==> src/rtl/audio_dac_serializer.sv <==
// Transmit-side audio serializer: buffers stereo samples in a small FIFO and shifts
// them MSB-first onto DACDAT against a codec-mastered BCLK/DACLRC (I2S or left-justified).
module audio_dac_serializer #(
   parameter int DATA_WIDTH = 16,
   parameter int FIFO_DEPTH = 4,
   parameter bit I2S_MODE   = 1'b1
) (
   input  logic                          clk_clk,
   input  logic                          reset_reset,
   input  logic                          bclk_in,
   input  logic                          daclrc_in,
   input  logic [2*DATA_WIDTH-1:0]       s_data,
   input  logic                          s_valid,
   output logic                          s_ready,
   output logic                          dacdat,
   output logic                          underflow,
   output logic [15:0]                   underflow_cnt,
   output logic [$clog2(FIFO_DEPTH):0]   fifo_level
);

   localparam int DW    = DATA_WIDTH;
   localparam int AW    = $clog2(FIFO_DEPTH);
   localparam int LVL_W = AW + 1;
   localparam int CW    = $clog2(DATA_WIDTH + 1);

   typedef enum logic {
      WAIT_SYNC = 1'b0,
      RUN       = 1'b1
   } state_e;

   // ------------------------------------------------------------------
   // BCLK / DACLRC synchronizers and edge detection
   // ------------------------------------------------------------------
   logic bclk_s1_q, bclk_s2_q, bclk_d1_q;
   logic lrc_s1_q, lrc_s2_q, lrc_q;
   logic bclk_fall, boundary, frame_start;

   // NOTE: sequential state uses non-blocking assignments so every register samples
   // pre-edge values regardless of statement order.
   always_ff @(posedge clk_clk or posedge reset_reset) begin
      if (reset_reset) begin
         bclk_s1_q <= 1'b0;
         bclk_s2_q <= 1'b0;
         bclk_d1_q <= 1'b0;
         lrc_s1_q  <= 1'b0;
         lrc_s2_q  <= 1'b0;
         lrc_q     <= 1'b0;
      end else begin
         bclk_s1_q <= bclk_in;
         bclk_s2_q <= bclk_s1_q;
         bclk_d1_q <= bclk_s2_q;
         lrc_s1_q  <= daclrc_in;
         lrc_s2_q  <= lrc_s1_q;
         if (bclk_fall) begin
            lrc_q <= lrc_s2_q;
         end
      end
   end

   assign bclk_fall   = bclk_d1_q & ~bclk_s2_q;
   assign boundary    = bclk_fall & (lrc_s2_q != lrc_q);
   // A left channel begins when DACLRC drops: that is the only point a new frame is loaded.
   assign frame_start = boundary & ~lrc_s2_q;

   // ------------------------------------------------------------------
   // Sample FIFO
   // ------------------------------------------------------------------
   logic [2*DW-1:0]  mem_q [FIFO_DEPTH];
   logic [LVL_W-1:0] wr_ptr_q, wr_ptr_d, rd_ptr_q, rd_ptr_d;
   logic             fifo_empty, push, pop, pop_req;
   logic [2*DW-1:0]  pop_word;

   assign fifo_level = wr_ptr_q - rd_ptr_q;
   assign fifo_empty = (wr_ptr_q == rd_ptr_q);
   assign s_ready    = (fifo_level != LVL_W'(FIFO_DEPTH));
   assign push       = s_valid & s_ready;
   assign pop        = pop_req & ~fifo_empty;
   assign pop_word   = fifo_empty ? '0 : mem_q[rd_ptr_q[AW-1:0]];
   assign wr_ptr_d   = wr_ptr_q + LVL_W'(push);
   assign rd_ptr_d   = rd_ptr_q + LVL_W'(pop);

   // NOTE: storage array carries no reset; the pointers alone define which entries are valid.
   always_ff @(posedge clk_clk) begin
      if (push) begin
         mem_q[wr_ptr_q[AW-1:0]] <= s_data;
      end
   end

   always_ff @(posedge clk_clk or posedge reset_reset) begin
      if (reset_reset) begin
         wr_ptr_q <= '0;
         rd_ptr_q <= '0;
      end else begin
         wr_ptr_q <= wr_ptr_d;
         rd_ptr_q <= rd_ptr_d;
      end
   end

   // ------------------------------------------------------------------
   // Control FSM
   // ------------------------------------------------------------------
   state_e state_q, state_d;
   logic   ser_en;

   always_ff @(posedge clk_clk or posedge reset_reset) begin
      if (reset_reset) begin
         state_q <= WAIT_SYNC;
      end else begin
         state_q <= state_d;
      end
   end

   // NOTE: every combinational output gets a default first so no path infers a latch.
   always_comb begin
      state_d = state_q;
      case (state_q)
         WAIT_SYNC: if (frame_start) state_d = RUN;
         RUN:       state_d = RUN;
         default:   state_d = WAIT_SYNC;
      endcase
   end

   // The frame start that leaves WAIT_SYNC already pops and serializes its left channel.
   always_comb begin
      pop_req = 1'b0;
      ser_en  = 1'b0;
      case (state_q)
         WAIT_SYNC: begin
            pop_req = frame_start;
            ser_en  = frame_start;
         end
         RUN: begin
            pop_req = frame_start;
            ser_en  = bclk_fall;
         end
         default: begin
            pop_req = 1'b0;
            ser_en  = 1'b0;
         end
      endcase
   end

   // ------------------------------------------------------------------
   // Frame register, channel shifter and DACDAT
   // ------------------------------------------------------------------
   logic [2*DW-1:0] frame_q, frame_d;
   logic [DW-1:0]   sh_q, sh_d, load_word;
   logic [CW-1:0]   bit_cnt_q, bit_cnt_d;
   logic            dacdat_q, dacdat_d;

   always_comb begin
      frame_d   = frame_q;
      sh_d      = sh_q;
      bit_cnt_d = bit_cnt_q;
      dacdat_d  = dacdat_q;
      if (frame_start) begin
         frame_d = pop_word;
      end
      load_word = lrc_s2_q ? frame_d[DW-1:0] : frame_d[2*DW-1:DW];
      if (ser_en) begin
         if (boundary) begin
            if (I2S_MODE) begin
               dacdat_d  = 1'b0;
               sh_d      = load_word;
               bit_cnt_d = '0;
            end else begin
               dacdat_d  = load_word[DW-1];
               sh_d      = {load_word[DW-2:0], 1'b0};
               bit_cnt_d = CW'(1);
            end
         end else begin
            // bit_cnt counts bits already emitted from this slot's word; past DW the slot pads with 0.
            dacdat_d = (bit_cnt_q < CW'(DW)) ? sh_q[DW-1] : 1'b0;
            sh_d     = {sh_q[DW-2:0], 1'b0};
            if (bit_cnt_q < CW'(DW)) begin
               bit_cnt_d = bit_cnt_q + CW'(1);
            end
         end
      end
   end

   always_ff @(posedge clk_clk or posedge reset_reset) begin
      if (reset_reset) begin
         frame_q   <= '0;
         sh_q      <= '0;
         bit_cnt_q <= '0;
         dacdat_q  <= 1'b0;
      end else begin
         frame_q   <= frame_d;
         sh_q      <= sh_d;
         bit_cnt_q <= bit_cnt_d;
         dacdat_q  <= dacdat_d;
      end
   end

   // ------------------------------------------------------------------
   // Underflow reporting
   // ------------------------------------------------------------------
   logic        underflow_q, underflow_d;
   logic [15:0] underflow_cnt_q, underflow_cnt_d;

   assign underflow_d     = pop_req & fifo_empty;
   assign underflow_cnt_d = (underflow_d && (underflow_cnt_q != 16'hFFFF))
                            ? underflow_cnt_q + 16'd1 : underflow_cnt_q;

   always_ff @(posedge clk_clk or posedge reset_reset) begin
      if (reset_reset) begin
         underflow_q     <= 1'b0;
         underflow_cnt_q <= '0;
      end else begin
         underflow_q     <= underflow_d;
         underflow_cnt_q <= underflow_cnt_d;
      end
   end

   assign dacdat        = dacdat_q;
   assign underflow     = underflow_q;
   assign underflow_cnt = underflow_cnt_q;

endmodule

==> config.mk <==
export PLATFORM = sky130hd
export DESIGN_NAME = audio_dac_serializer
export DESIGN_NICKNAME = d
export VERILOG_FILES = /design/src/rtl/audio_dac_serializer.sv
export SDC_FILE = /design/constraint.sdc
export NUM_CORES = 1
export LEC_CHECK = 0
export BUFFER_PORTS_ARGS = -buffer_cell sky130_fd_sc_hd__buf_2
export CORE_MARGIN = 2
export CORE_UTILIZATION = 59
export CTS_CLUSTER_SIZE = 14
export DETAILED_ROUTE_END_ITERATION = 12
export GPL_ROUTABILITY_DRIVEN = 1
export PLACE_DENSITY = 0.78
export SLEW_MARGIN = 20
export SYNTH_ARGS = -nofsm -noshare
export SYNTH_HDL_FRONTEND = slang
export SYNTH_SLANG_ARGS = --single-unit
==> constraint.sdc <==
create_clock -name clk_clk -period 4.7 [get_ports clk_clk]
set_input_delay 0.94 -clock clk_clk [delete_from_list [all_inputs] [get_ports clk_clk]]
set_output_delay 0.94 -clock clk_clk [all_outputs]
set_load 0.05 [all_outputs]
==> results of run 1 <==
## cells in the mapped netlist, types with 2 or more instances
library cell	n	share of area
sky130_fd_sc_hd__buf_6	7	0.010
sky130_fd_sc_hd__dfrtp_1	68	0.22
sky130_fd_sc_hd__xor2_1	9	0.010
sky130_fd_sc_hd__edfxtp_1	128	0.49
sky130_fd_sc_hd__mux4_1	8	0.027
sky130_fd_sc_hd__and3_1	2	0.0016
sky130_fd_sc_hd__nor4_1	2	0.0016
sky130_fd_sc_hd__mux2_2	3	0.0043
sky130_fd_sc_hd__nand4_2	2	0.0032
sky130_fd_sc_hd__buf_4	2	0.0019
sky130_fd_sc_hd__ha_1	8	0.013
sky130_fd_sc_hd__nand4_1	5	0.0040
sky130_fd_sc_hd__xnor2_1	7	0.0078
sky130_fd_sc_hd__o21ai_0	6	0.0038
sky130_fd_sc_hd__nand2_1	26	0.012
sky130_fd_sc_hd__o21ai_1	14	0.0090
sky130_fd_sc_hd__nor4_2	2	0.0032
sky130_fd_sc_hd__a22o_1	17	0.019
sky130_fd_sc_hd__nor3_1	6	0.0038
sky130_fd_sc_hd__inv_1	13	0.0062
sky130_fd_sc_hd__nor2_1	2	0.00096
sky130_fd_sc_hd__o31ai_1	2	0.0019
sky130_fd_sc_hd__and4_1	3	0.0034
sky130_fd_sc_hd__a222oi_1	15	0.019
sky130_fd_sc_hd__mux4_2	24	0.069
sky130_fd_sc_hd__and2_1	2	0.0016
sky130_fd_sc_hd__nand3_1	12	0.0077
sky130_fd_sc_hd__a21oi_2	2	0.0022
sky130_fd_sc_hd__clkbuf_1	5	0.0024
sky130_fd_sc_hd__buf_2	9	0.0058
## through the flow
step / std cells / hold WS (ns)
finish: 685 / 0.3499
global route: 685 / 0.3619
CTS: 685 / 0.3560
detailed placement: 653 / 0.3410
global placement: 653 / 0.3351
floorplan: 435 / 0.3312
## how the worst max path moves through the flow
stage | startpoint | slack, ns | end | depth (start not counted)
3_3_place_gp | wr_ptr_q[0] | 2.07 | s_ready | 6
2_1_floorplan | wr_ptr_q[0] | -0.12 | mem_q[2][0] | 7
6_report | wr_ptr_q[0] | 1.54 | s_ready | 6
3_5_place_dp | wr_ptr_q[0] | 2.01 | s_ready | 6
5_1_grt | wr_ptr_q[0] | 1.41 | s_ready | 6
4_1_cts | wr_ptr_q[0] | 1.53 | s_ready | 6
## cell families after synthesis
group	after synthesis	synth area share
DFF	196	0.7091
and+or+nand+nor	75	0.05760
AOI/OAI and AO/OA	63	0.06176
buffers and inverters	38	0.03088
muxes	36	0.1022
xor gates and xnor gates	18	0.02304
adders and majority gates	9	0.01536
## metal layers
layer,GRT usage,up-vias,wire [µm]
li1,-,1858,-
met4,0.07143,0,157
met1,0.2781,2118,5818
met2,0.3678,90,7623
met5,0,-,0
met3,0.06274,14,497
## power groups by stage
| stage | registers (µW) | logic [µW] | clock network [µW] |
|---|---|---|---|
| floorplan | 2560 | 1120 | 0 |
| global placement | 2530 | 1460 | 0 |
| detailed placement | 2570 | 1490 | 0 |
| global route | 2580 | 1610 | 1580 |
| CTS | 2540 | 1510 | 1490 |
| finish | 2540 | 1490 | 1470 |
## cell type report
type                    count  area, µm²  share of cell area
flip-flops and latches    196       5547              0.6283
multi-input cells         201       2053              0.2326
clock buffers              18      429.2             0.04861
repair buffers             67      357.8             0.04053
well taps                 176      220.2             0.02494
clock inverters            14      172.7             0.01956
inverters                  13      48.80            0.005527
## sequential cells by signal (all words and copies together) (netlist names), 3 cells and up
register / count
bit_cnt_q: 5
sh_q: 16
frame_q: 16
wr_ptr_q: 3
mem_q: 128
underflow_cnt: 16
rd_ptr_q: 3
==> impl_metrics.yaml, run 1 <==
timing:
  fin_tns_setup_ns: 0
  grt_setup_unrepaired: "no"
  finalWorstPathRequiredPeriod_ns: 3.165
  setup_ws_ns: 1.535
  fin_skew_ns: 0.009406
  finalSetupViolCount: 0
  slew_viols_final: 0
  timing_worst_slew_pin_value_ns: 0.9334
  timing.final.hold_violations: 0
  finalCritPeriodShare: 0.6733
  achievable-frequency_ghz: 0.3160
  timing.max_slew.rel_slack: 0.3742
clock_network:
  numCtsBuffers: 17
  htree_num_levels: 4
  clkSinkCount: 196
  clkSlewWorstSetupHoldPaths_ns: 0.06
  cts-root-buf: "sky130_fd_sc_hd__clkbuf_16"
  cts_repair_resize_count: 0
  post_cts.repair.setup_buffers: 0
  cts_tree: "done"
  clk-insertion-delay-late_ns: 0.43
  cts-hold-fix-buffers: 0
  cts_buffer_depth: 2
final_layout:
  finalInstanceArea_um2: 8828
  antenna-diode-count: 0
  final_net_count: 542
  flow.area_growth_from_synthesis_pct: 12.90
  layout.core_utilization: 0.6747
  leading_cell_type_in_the_layout_fill_and_taps_excluded: "sky130_fd_sc_hd__edfxtp_1"
  drive_above_1_share: 0.2790
  layout.filler_cells: 851
  layout_common_cells: "sky130_fd_sc_hd__edfxtp_1, sky130_fd_sc_hd__dfrtp_1, sky130_fd_sc_hd__buf_2"
power:
  power.share.sequential: 0.461
  switching_power_uw: 1720
  power.density_nw_per_um2: 623.7
  vdd_ir_drop_max_v: 0.0004172
  power_report.internal_total_uw: 3787
  finalPower_uw: 5506
  p_sw_frac: 0.3123
  static-leakage-power_uw: 0.003407
  p_clk_frac: 0.268
  combPwrFrac: 0.271
synth:
  netlist_area_um2: 7820
  number_of_enable_flip_flop_cells_after_synthesis: 128
  synthFlopType: "sky130_fd_sc_hd__edfxtp_1"
  synth_fp_nets: 481
  synth.lib_cells_used.distinct: 54
  synthesis.yosys.warnings: 0
  post_synth_inst_count: 435
  syn_avg_cell_area_um2: 17.98
  synth.ff_latch_count: 196
  async_reset_ff_frac: 0.3469
  synth_seq_area_share: 0.7091
setup_path:
  path_class: "reg -> out"
  critPathArrivalTime_ns: 2.22
  critical_path.max_fanout: 4
  worst-r2r-cell-count: 8
  critPathBufInv: 2
  timing.critical_path.cells: "inv_1 -> ha_1 -> fa_1 -> xor3_1 -> nand3_1 -> buf_2"
  timing.critical_path.from_type: "register"
  r2r_end: "mem_q[3][19]"
  r2r_slack_ns: 1.99
  timing.critical_path.slowest_stage_cell: "sky130_fd_sc_hd__dfrtp_1"
  crit-reg2reg-launch: "wr_ptr_q[0]"
  timing.critical_path.max_delay_family: "adder cells"
  slowest_delay_ns: 0.43
  critical_path.endpoint_type: "primary output"
  worstPathRequired_ns: 3.76
grt:
  grt_antenna_before_repair: 0
  pin_count_of_the_biggest_net_entering_global_routing: 46
  gr_ovfl_total: 0
  first_global_vias: 4250
  globalRouteTotalUtil: 0.2192
  grt_first_pass_wirelength_um: 22870
place:
  place_hpwl_um: 8319
  dpl_cell_area_um2: 8227
  dp_worst_setup_slack_ns: 2.008
  gp_congestion: 0.8132
  placement.io_buffers: 58
min_path:
  hold_path_end: "lrc_s2_q"
  hold-path-cell-count: 0
  min_from: "lrc_s1_q"
  hold_path.class: "reg -> reg"
run_status:
  status: "completed"
routing:
  routedWlPerCell_um: 20.58
  remaining_drc_errors: 0
  routed_wl_um: 14100
  dr_total_vias: 4080
  first_pass_iters: 6
  ant_nets: 0
  routed_via_density: 5.956
  drt_iter0_markers: 490
floorplan:
  io-pin-count: 59
  die_width_um: 119.1
  start_util: 0.5976
  row_count: 42
  floorplan.core_area_um2: 13090
  floorplan.die_area_um2: 14190
  floorplan.die.height_um: 119.1
flow_run:
  drv.max_cap_violation_count: 0
(Power assumes the default switching activity.)
==> run 2, diff against run 1 <==
Settings changed: CORE_UTILIZATION 59 to 53, PLACE_DENSITY 0.78 to 0.74.
Clock period 4.7 ns to 2.75 ns, I/O delays scaled along.
==> impl_metrics.yaml, run 2 (synthesis results as in run 1) <==
run_status:
  status: "completed"
grt:
  gr_ovfl_total: 0
  globalRouteTotalUtil: 0.1938
  pin_count_of_the_biggest_net_entering_global_routing: 36
  grt_antenna_before_repair: 0
  grt_first_pass_wirelength_um: 23370
  first_global_vias: 4290
floorplan:
  row_count: 44
  io-pin-count: 59
  floorplan.die_area_um2: 15740
  floorplan.die.height_um: 125.5
  floorplan.core_area_um2: 14480
  die_width_um: 125.5
  start_util: 0.5401
final_layout:
  post_layout_nonfiller_instances: 696
  antenna-diode-count: 0
  layout_common_cells: "sky130_fd_sc_hd__edfxtp_1, sky130_fd_sc_hd__dfrtp_1, sky130_fd_sc_hd__buf_2"
  final_net_count: 545
  flip_flop_count_of_the_largest_register_all_copies_and_words_added: 128
  layout.filler_cells: 1035
  finalInstanceArea_um2: 8989
  flow.area_growth_from_synthesis_pct: 14.94
  leading_cell_type_in_the_layout_fill_and_taps_excluded: "sky130_fd_sc_hd__edfxtp_1"
  layout.core_utilization: 0.6208
  drive_above_1_share: 0.3008
timing:
  grt_setup_unrepaired: "no"
  achievable-frequency_ghz: 0.3783
  setup_ws_ns: 0.1065
  timing_worst_slew_pin_value_ns: 0.7778
  timing.max_slew.rel_slack: 0.4807
  fin_skew_ns: 0.008226
  slew_viols_final: 0
  finalSetupViolCount: 0
  finalWorstPathRequiredPeriod_ns: 2.643
  finalCritPeriodShare: 0.9613
  timing.final.hold_violations: 0
routing:
  routedWlPerCell_um: 20.39
  dr_total_vias: 4100
  routed_via_density: 5.891
  remaining_drc_errors: 0
  drt_iter0_markers: 328
  first_pass_iters: 6
  ant_nets: 0
  routed_wl_um: 14190
min_path:
  hold_path.class: "in -> reg"
  hold_path_end: "bclk_s1_q"
  min_from: "bclk_in"
  hold-path-cell-count: 1
flow_run:
  drv.max_cap_violation_count: 0
setup_path:
  critical_path.endpoint_type: "primary output"
  r2r_slack_ns: 0.45
  path_class: "reg -> out"
  critPathArrivalTime_ns: 2.09
  r2r_end: "mem_q[0][19]"
  critPathBufInv: 2
  crit-reg2reg-launch: "wr_ptr_q[1]"
  worst-r2r-cell-count: 7
  slowest_delay_ns: 0.46
  timing.critical_path.max_delay_family: "flip-flops"
  timing.critical_path.cells: "inv_1 -> fa_2 -> xor3_2 -> nand3_4 -> clkbuf_4"
  worstPathRequired_ns: 2.20
  critical_path.max_fanout: 5
  timing.critical_path.from_type: "register"
  timing.critical_path.slowest_stage_cell: "sky130_fd_sc_hd__dfrtp_2"
clock_network:
  cts_buffer_depth: 2
  cts_repair_resize_count: 0
  post_cts.repair.setup_buffers: 0
  cts-hold-fix-buffers: 0
  numCtsBuffers: 17
  cts_tree: "done"
  clkSlewWorstSetupHoldPaths_ns: 0.07
  htree_num_levels: 4
  clkSinkCount: 196
  clk-insertion-delay-late_ns: 0.43
  cts-root-buf: "sky130_fd_sc_hd__clkbuf_16"
place:
  placedCellCount: 664
  placement.io_buffers: 58
  gp_congestion: 0.8026
  dpl_cell_area_um2: 8397
  dp_worst_setup_slack_ns: 0.4406
  place_hpwl_um: 8651
power:
  vdd_ir_drop_max_v: 0.0005162
  power.density_nw_per_um2: 1062
  static-leakage-power_uw: 0.003434
  finalPower_uw: 9550
## run 2: area by class of cell
cell class                      instances  area [µm²]  area share
Clock buffer                           18       429.2     0.04775
Clock inverter                         14       160.2     0.01782
Inverter                               13       51.30    0.005707
Multi-Input combinational cell        201        2123      0.2362
Sequential cell                       196        5549      0.6173
Tap cell                              184       230.2     0.02561
Timing Repair Buffer                   70       445.4     0.04955
## run 2: worst max path at each step
stage | start | to | slack [ns] | cells past startpoint
2_1_floorplan | wr_ptr_q[0] | mem_q[0][0] | -0.23 | 7
3_3_place_gp | wr_ptr_q[1] | mem_q[0][4] | 0.51 | 7
3_5_place_dp | wr_ptr_q[1] | mem_q[0][7] | 0.44 | 7
4_1_cts | wr_ptr_q[1] | s_ready | 0.04 | 5
5_1_grt | wr_ptr_q[1] | s_ready | 0.008 | 5
6_report | wr_ptr_q[1] | s_ready | 0.11 | 5
## run 2: per-layer routing
layer | track usage | share of wire | vias to the layer above
met1 | 0.2572 | 0.43 | 2108
li1 | - | - | 1859
met3 | 0.04322 | 0.046 | 14
met5 | 0 | 0 | -
met4 | 0.06863 | 0.013 | 0
met2 | 0.3199 | 0.51 | 119
## run 2: where the power goes
part | switching [µW] | internal (µW)
combinational | 1580 | 1160
sequential | 370 | 4000
clock | 1150 | 1290
total | 3100 | 6450
## run 2: metrics by stage
step	hold slack (ns)	setup TNS [ns]
after floorplan	0.3312	-23.77
after global placement	0.3430	0
after detailed placement	0.3355	0
after CTS	0.2142	0
after global routing	0.2172	0
final	0.2299	0
## run 2: worst reg2reg max path, cell delays in order, from the launching register on
cell and delay (ns):
sky130_fd_sc_hd__dfrtp_2 0.46, sky130_fd_sc_hd__inv_1 0.17, sky130_fd_sc_hd__fa_2 0.41, sky130_fd_sc_hd__xor3_2 0.27
sky130_fd_sc_hd__nand3_4 0.11, sky130_fd_sc_hd__nand2_8 0.09, sky130_fd_sc_hd__nor3_4 0.22, sky130_fd_sc_hd__buf_12 0.25
